--- config.mk ---
export PLATFORM = sky130hd
export DESIGN_NAME = alu_multicycle
export DESIGN_NICKNAME = d
export VERILOG_FILES = /design/src/rtl/alu_multicycle.sv
export SDC_FILE = /design/constraint.sdc
export NUM_CORES = 1
export LEC_CHECK = 0
export ABC_AREA = 1
export CAP_MARGIN = 5
export CORE_MARGIN = 2
export CORE_UTILIZATION = 54
export CTS_BUF_LIST = sky130_fd_sc_hd__clkbuf_8
export CTS_CLUSTER_DIAMETER = 120
export DETAILED_ROUTE_END_ITERATION = 6
export PLACE_DENSITY_LB_ADDON = 0.1
export SLEW_MARGIN = 20
export SYNTH_ARGS = -nofsm -noshare
export SYNTH_HDL_FRONTEND = slang
export SYNTH_SLANG_ARGS = --single-unit
--- constraint.sdc ---
create_clock -name CLK -period 1.7 [get_ports CLK]
set_clock_uncertainty 0.05 [all_clocks]
set_input_delay 0.34 -clock CLK [delete_from_list [all_inputs] [get_ports CLK]]
set_output_delay 0.34 -clock CLK [all_outputs]
set_load 0.02 [all_outputs]
--- src/rtl/alu_multicycle.sv ---
// Multi-cycle ALU: single-cycle FORWARD/ADD/AND/OR plus iterative MUL, SLL, SRA and ROR.
// Operands are captured under a START/BUSY/DONE handshake; RESULT only moves on completion.
module alu_multicycle #(
    parameter int unsigned WIDTH = 8
) (
    input  logic             CLK,
    input  logic             RESET,
    input  logic             START,
    input  logic [2:0]       SELECT,
    input  logic [WIDTH-1:0] DATA1,
    input  logic [WIDTH-1:0] DATA2,
    output logic [WIDTH-1:0] RESULT,
    output logic             ZERO,
    output logic             BUSY,
    output logic             DONE
);

    localparam int unsigned CNT_W = $clog2(WIDTH) + 1;

    typedef enum logic [2:0] {
        OP_FWD = 3'b000,
        OP_ADD = 3'b001,
        OP_AND = 3'b010,
        OP_OR  = 3'b011,
        OP_MUL = 3'b100,
        OP_SLL = 3'b101,
        OP_SRA = 3'b110,
        OP_ROR = 3'b111
    } op_e;

    typedef enum logic {
        S_IDLE = 1'b0,
        S_RUN  = 1'b1
    } state_e;

    state_e           state_q, state_d;
    op_e              op_q, op_d;
    logic [WIDTH-1:0] a_q, a_d;
    logic [WIDTH-1:0] b_q, b_d;
    logic [WIDTH-1:0] acc_q, acc_d;
    logic [CNT_W-1:0] cnt_q, cnt_d;
    logic [WIDTH-1:0] result_q, result_d;
    logic             done_q, done_d;

    logic [CNT_W-1:0] n_c;
    logic [WIDTH-1:0] quick_c;
    logic [WIDTH-1:0] a_step_c, b_step_c, acc_step_c;

    // Iteration count for the incoming request; zero means a single-edge op.
    always_comb begin
        n_c = '0;
        case (op_e'(SELECT))
            OP_MUL:         n_c = CNT_W'(WIDTH);
            OP_SLL, OP_SRA: n_c = (DATA2 >= WIDTH'(WIDTH)) ? CNT_W'(WIDTH) : CNT_W'(DATA2);
            OP_ROR:         n_c = CNT_W'(DATA2 % WIDTH'(WIDTH));
            default:        n_c = '0;
        endcase
    end

    // Result of a zero-iteration request; shifts/rotates by zero pass DATA1 through.
    always_comb begin
        quick_c = DATA1;
        case (op_e'(SELECT))
            OP_FWD:  quick_c = DATA2;
            OP_ADD:  quick_c = DATA1 + DATA2;
            OP_AND:  quick_c = DATA1 & DATA2;
            OP_OR:   quick_c = DATA1 | DATA2;
            default: quick_c = DATA1;
        endcase
    end

    // One iteration: MUL is shift-add on the multiplier LSB, shifts move one bit.
    always_comb begin
        a_step_c   = a_q;
        b_step_c   = b_q;
        acc_step_c = acc_q;
        case (op_q)
            OP_MUL: begin
                acc_step_c = b_q[0] ? (acc_q + a_q) : acc_q;
                a_step_c   = a_q << 1;
                b_step_c   = b_q >> 1;
            end
            OP_SLL:  a_step_c = a_q << 1;
            OP_SRA:  a_step_c = {a_q[WIDTH-1], a_q[WIDTH-1:1]};
            OP_ROR:  a_step_c = {a_q[0], a_q[WIDTH-1:1]};
            default: a_step_c = a_q;
        endcase
    end

    always_comb begin
        state_d  = state_q;
        op_d     = op_q;
        a_d      = a_q;
        b_d      = b_q;
        acc_d    = acc_q;
        cnt_d    = cnt_q;
        result_d = result_q;
        done_d   = 1'b0;
        case (state_q)
            S_IDLE: begin
                if (START) begin
                    op_d  = op_e'(SELECT);
                    a_d   = DATA1;
                    b_d   = DATA2;
                    acc_d = '0;
                    if (n_c == '0) begin
                        result_d = quick_c;
                        done_d   = 1'b1;
                    end else begin
                        cnt_d   = n_c;
                        state_d = S_RUN;
                    end
                end
            end
            S_RUN: begin
                a_d   = a_step_c;
                b_d   = b_step_c;
                acc_d = acc_step_c;
                cnt_d = cnt_q - CNT_W'(1);
                if (cnt_q == CNT_W'(1)) begin
                    result_d = (op_q == OP_MUL) ? acc_step_c : a_step_c;
                    done_d   = 1'b1;
                    state_d  = S_IDLE;
                end
            end
            default: state_d = S_IDLE;
        endcase
    end

    always_ff @(posedge CLK or negedge RESET) begin
        if (!RESET) begin
            state_q  <= S_IDLE;
            op_q     <= OP_FWD;
            a_q      <= '0;
            b_q      <= '0;
            acc_q    <= '0;
            cnt_q    <= '0;
            result_q <= '0;
            done_q   <= 1'b0;
        end else begin
            state_q  <= state_d;
            op_q     <= op_d;
            a_q      <= a_d;
            b_q      <= b_d;
            acc_q    <= acc_d;
            cnt_q    <= cnt_d;
            result_q <= result_d;
            done_q   <= done_d;
        end
    end

    assign RESULT = result_q;
    assign ZERO   = (result_q == '0);
    assign BUSY   = (state_q == S_RUN);
    assign DONE   = done_q;

endmodule
# After elaboration in Yosys (flattened, before gate mapping)
# Index checks and enable logic that the tools add are counted.
# totals
ff_bits	41
output_inout_bits	11
# classes
addsub	3
n_lt_le_gt_ge	1
eq_ne	17
n_mux	29
n_bitwise	3
n_reduce_logical	9
# ops
op	count
$mux 8	10
$pmux 8 s2	4
$pmux 8 s4	1
$eq 3x3->1 const B	8
$pmux 8 s3	1
$add 8x8->8	2
$mux 4	3
$pmux 4 s3	1
$and 8x8->8	1
$ge 8x4->1 const B	1
$logic_not 8->1	1
$or 8x8->8	1
$pmux 4 s2	1
$eq 3x2->1 const B	2
$mux 1	6
$ne 2x2->1 const B	3
$reduce_and 2->1	3
$eq 4x1->1 const B	1
$logic_not 4->1	1
$ne 2x1->1 const B	2
$pmux 1 s2	2
$reduce_or 2->1	2
$sub 4x1->4 const B	1
$eq 3x1->1 const B	1
other kinds (3)	3

# Logic depth before layout (Yosys ltp)
# logic_depth
ltp_word	7
mapped_depth	13
depth_no_buf	13

# Worst setup path before layout
# No wires, ideal clock.
# synth_timing
path_kind	register to register
start	register a_q[0]
end	register result_q[4] (netlist: RESULT[4])
setup_time_ns	0.117
arrival_time_ns	1.680
required_time_ns	1.533
setup_slack_ns	-0.147
stages_incl_launch_ff	12
n_path_buf	0
period_less_slack_ns	1.847
cell_sequence	dfrtp_1 ha_1 fa_1 a21oi_1 xor2_1 nand2_1 nand2_1 nand2_1 nand2_1 nand2_1 nand2_1 nand2_1
# synth_between
elab_chain_len	6
# synth_rtl
element	line_no	text
start: declaration	38	logic [WIDTH-1:0] a_q, a_d;
start signal: assignment	134	a_q <= '0;
start signal: assignment	143	a_q <= a_d;
$add 8x8->8	79	acc_step_c = b_q[0] ? (acc_q + a_q) : acc_q;
$mux 8	79	
$mux 8	77	case (op_q)
$mux 8	121	result_d = (op_q == OP_MUL) ? acc_step_c : a_step_c;
$mux 8	120	if (cnt_q == CNT_W'(1)) begin
$pmux 8 s2	99	case (state_q)
end signal: assignment	147	result_q <= result_d;
end: declaration	42	logic [WIDTH-1:0] result_q, result_d;
# No other way between the ends. The select of a mux whose other input is x is not followed.
# A chain may end at the register's enable or synchronous reset.

# Final worst setup path
# layout_timing
start	register acc_q[0]
end	register result_q[2] (netlist: RESULT[2])
# layout_between
elab_chain_len	6
# layout_rtl
element	line_no	text
start: declaration	40	logic [WIDTH-1:0] acc_q, acc_d;
start signal: assignment	136	acc_q <= '0;
start signal: assignment	145	acc_q <= acc_d;
$add 8x8->8	79	
$mux 8	79	
$mux 8	77	
$mux 8	121	
$mux 8	120	
$pmux 8 s2	99	
# No other way between the ends. The select of a mux whose other input is x is not followed.

==> results.ini <==
[final_layout]
nets=660
drive_gt1_frac=0.320
area_growth_pct=47.3
mostFrequentLayoutCell=nand2_1
regArea_sq_um=1030
n_antenna_cell=0
final_cell_mix=nand2_1 (140), buf_4 (93), inv_1 (54), dfrtp_1 (41), nor2_1 (26)
fin_area_sq_um=4910
multi_input_area_sq_um=2280
nFillCells=408

[logic_synthesis]
synth_top_area_share=0.308
async_reset_ff_frac=1.00
synth_area_sq_um=3330
ys_seq_elements=41
synth_cells=481
ys_warn_count=0
syn_nets=530
yosysTopAreaCell=dfrtp_1
yosysSeqAreaShare=0.308
syn_area_per_cell_sq_um=6.92
synth_edf_count=0
ys.flop_type=dfrtp_1
ys_types=44
synth.area.top_cells=dfrtp_1 (31%), nand2_1 (17%), ha_1 (9.4%), inv_1 (7.3%), o21ai_0 (4.8%)

[placement]
io_buffer_count=32
gp_congestion=0.989
dp_slack_ns=-0.670
dp_hpwl_microns=7900
place_area_sq_um=4380

[drt]
vias=3813
wl_per_cell_microns=15.9
totalWireLength_microns=10900
drc=0
drt_iter0_drc=354
avgViaCountPerCell=5.55
drtPass1Iterations=5
ant_nets=0

[clock_tree]
cts_tree=built
htree_levels=2
numCtsBuffers=5
clk_pin_slew_ns=0.10
cts-root-buf=clkbuf_8
clk_path_buf_depth=2
cts.sink_count=41
insertion_delay_ns=0.31

[sta]
hold_viol=0
slew_headroom=0.696
hold_ws_ns=0.452
post-route-period-util=1.10
slew_viol_final=0
worst_slack_ns=-0.176
worst_pin_slew_ns=0.455
clock.fmax_mhz=533
fin_crit_ns=1.88
setup_violations=6
grt_setup_unrepaired=true

[critical_path]
worstSetupPathType=register to register
cp.arrival_ns=2.02
r2r_slack_ns=-0.18
r2r-end=RESULT[2]
worstPathMaxFanout=3
cp-end-kind=register
worstSetupStartpointType=register
worstRegToRegCells=9
r2r_start=acc_q[0]
cp_data_required_time_ns=1.84

[floorplan]
fp-row-count=28
ioPinCount=33
dieArea_sq_um=6810
start_util=0.559
die_w_microns=82.5
die_h_microns=82.5
fp.coreArea_sq_um=5960

[job]
cap_viol_max_count=0

[pwr]
leakagePower_nw=2.51
ir_worst_vdd_mv=1.02
p_per_area_nw_per_um2=1520

[grt]
grt_start_max_net_pins=26
grt_pass1_vias=3452
gr-total-overflow=0
grt_pass1_wl_microns=16300
antenna_found_initial=0
track_usage=0.320

[hold_path]
hp-class=input pin to async pin

[run_status]
status=finished with violations
failed_checks=setup timing

## registers in the layout, summed over array words and instances, names as in the netlist
| register | cells |
|---|---|
| DONE | 1 |
| BUSY | 1 |
| RESULT | 8 |
| acc_q | 8 |
| b_q | 8 |
| op_q | 3 |
| a_q | 8 |
| cnt_q | 4 |
## layer usage
layer | up-vias | part of all wire | GRT usage
met5 | - | 0 | 0
met4 | 0 | 0.052 | 0.166
met3 | 42 | 0.060 | 0.0402
met2 | 189 | 0.50 | 0.542
met1 | 1743 | 0.39 | 0.396
li1 | 1839 | - | -
## report_power, final
group	internal (W)	switching [W]
Sequential	0.00142	0.000414
Combinational	0.00204	0.00259
Clock	0.000592	0.000390
## worst max-delay path by stage
| stage | from | end | slack [ns] | depth (start not counted) |
|---|---|---|---|---|
| after global placement | DATA1[0] | RESULT[4] | -0.64 | 13 |
| after detailed placement | DATA1[0] | RESULT[4] | -0.67 | 13 |
| after CTS | a_q[0] | RESULT[4] | -0.15 | 11 |
| final | acc_q[0] | RESULT[2] | -0.18 | 9 |
| after global routing | a_q[0] | RESULT[6] | -0.29 | 12 |
| after floorplan | a_q[0] | RESULT[4] | -0.04 | 11 |
## metrics by stage
stage               total power [W]  instances  utilization  TNS, ns
finish                      0.00745        687        0.824   -0.595
CTS                         0.00688        681        0.789   -0.411
floorplan                   0.00431        481            -  -0.0372
global placement            0.00570        664        0.735    -6.38
detailed placement          0.00579        664        0.735    -7.11
global route                0.00803        687        0.824    -1.69
## final cells by class
class | count | area share
repair buffers | 132 | 0.221
flip-flops and latches | 41 | 0.209
well taps | 75 | 0.0191
clock inverters | 3 | 0.0140
inverters | 72 | 0.0561
clock buffers | 5 | 0.0140
multi-input cells | 358 | 0.465
repair inverters | 1 | 0.00153
## cell families (layout without fill, tap and decap cells)
family / Yosys count / in the layout / synth area share
and+or+nand+nor: 233 / 233 / 0.302
AOI/OAI and AO/OA: 95 / 95 / 0.178
buffers and inverters: 82 / 213 / 0.0984
DFF: 41 / 41 / 0.308
adders and majority gates: 27 / 27 / 0.106
xor gates and xnor gates: 3 / 3 / 0.00789
## cells in the mapped netlist (all sizes together) (2+ instances only)
cell	n
a21oi	27
a31oi	5
buf	5
clkbuf	5
dfrtp	41
fa	2
ha	25
inv	71
nand2	160
nand3	23
nand4	7
nor2	30
nor3	7
o211ai	6
o21ai	35
o221ai	8
o22ai	10
or2	2
xnor2	2
## worst max-delay path, cell delays in order (launching register included)
cell     delay, ns
dfrtp_1       0.39
ha_2          0.21
fa_2          0.37
buf_4         0.16
xnor2_2       0.14
o21ai_2       0.09
o21ai_1       0.15
o21ai_1       0.09
nand2_1       0.06
nand2_1       0.04
## repair_timing
item / in CTS / in global routing
setup buffers: 7 / 6
pin swaps: 12 / 16
gates resized for setup: 67 / 39
hold buffers: 1 / 0
endpoints found under the setup margin: 22 / 17
endpoints found under the hold margin: 16 / 0
gates cloned: 1 / 0
Note: power is estimated with default switching activity, not from simulation.
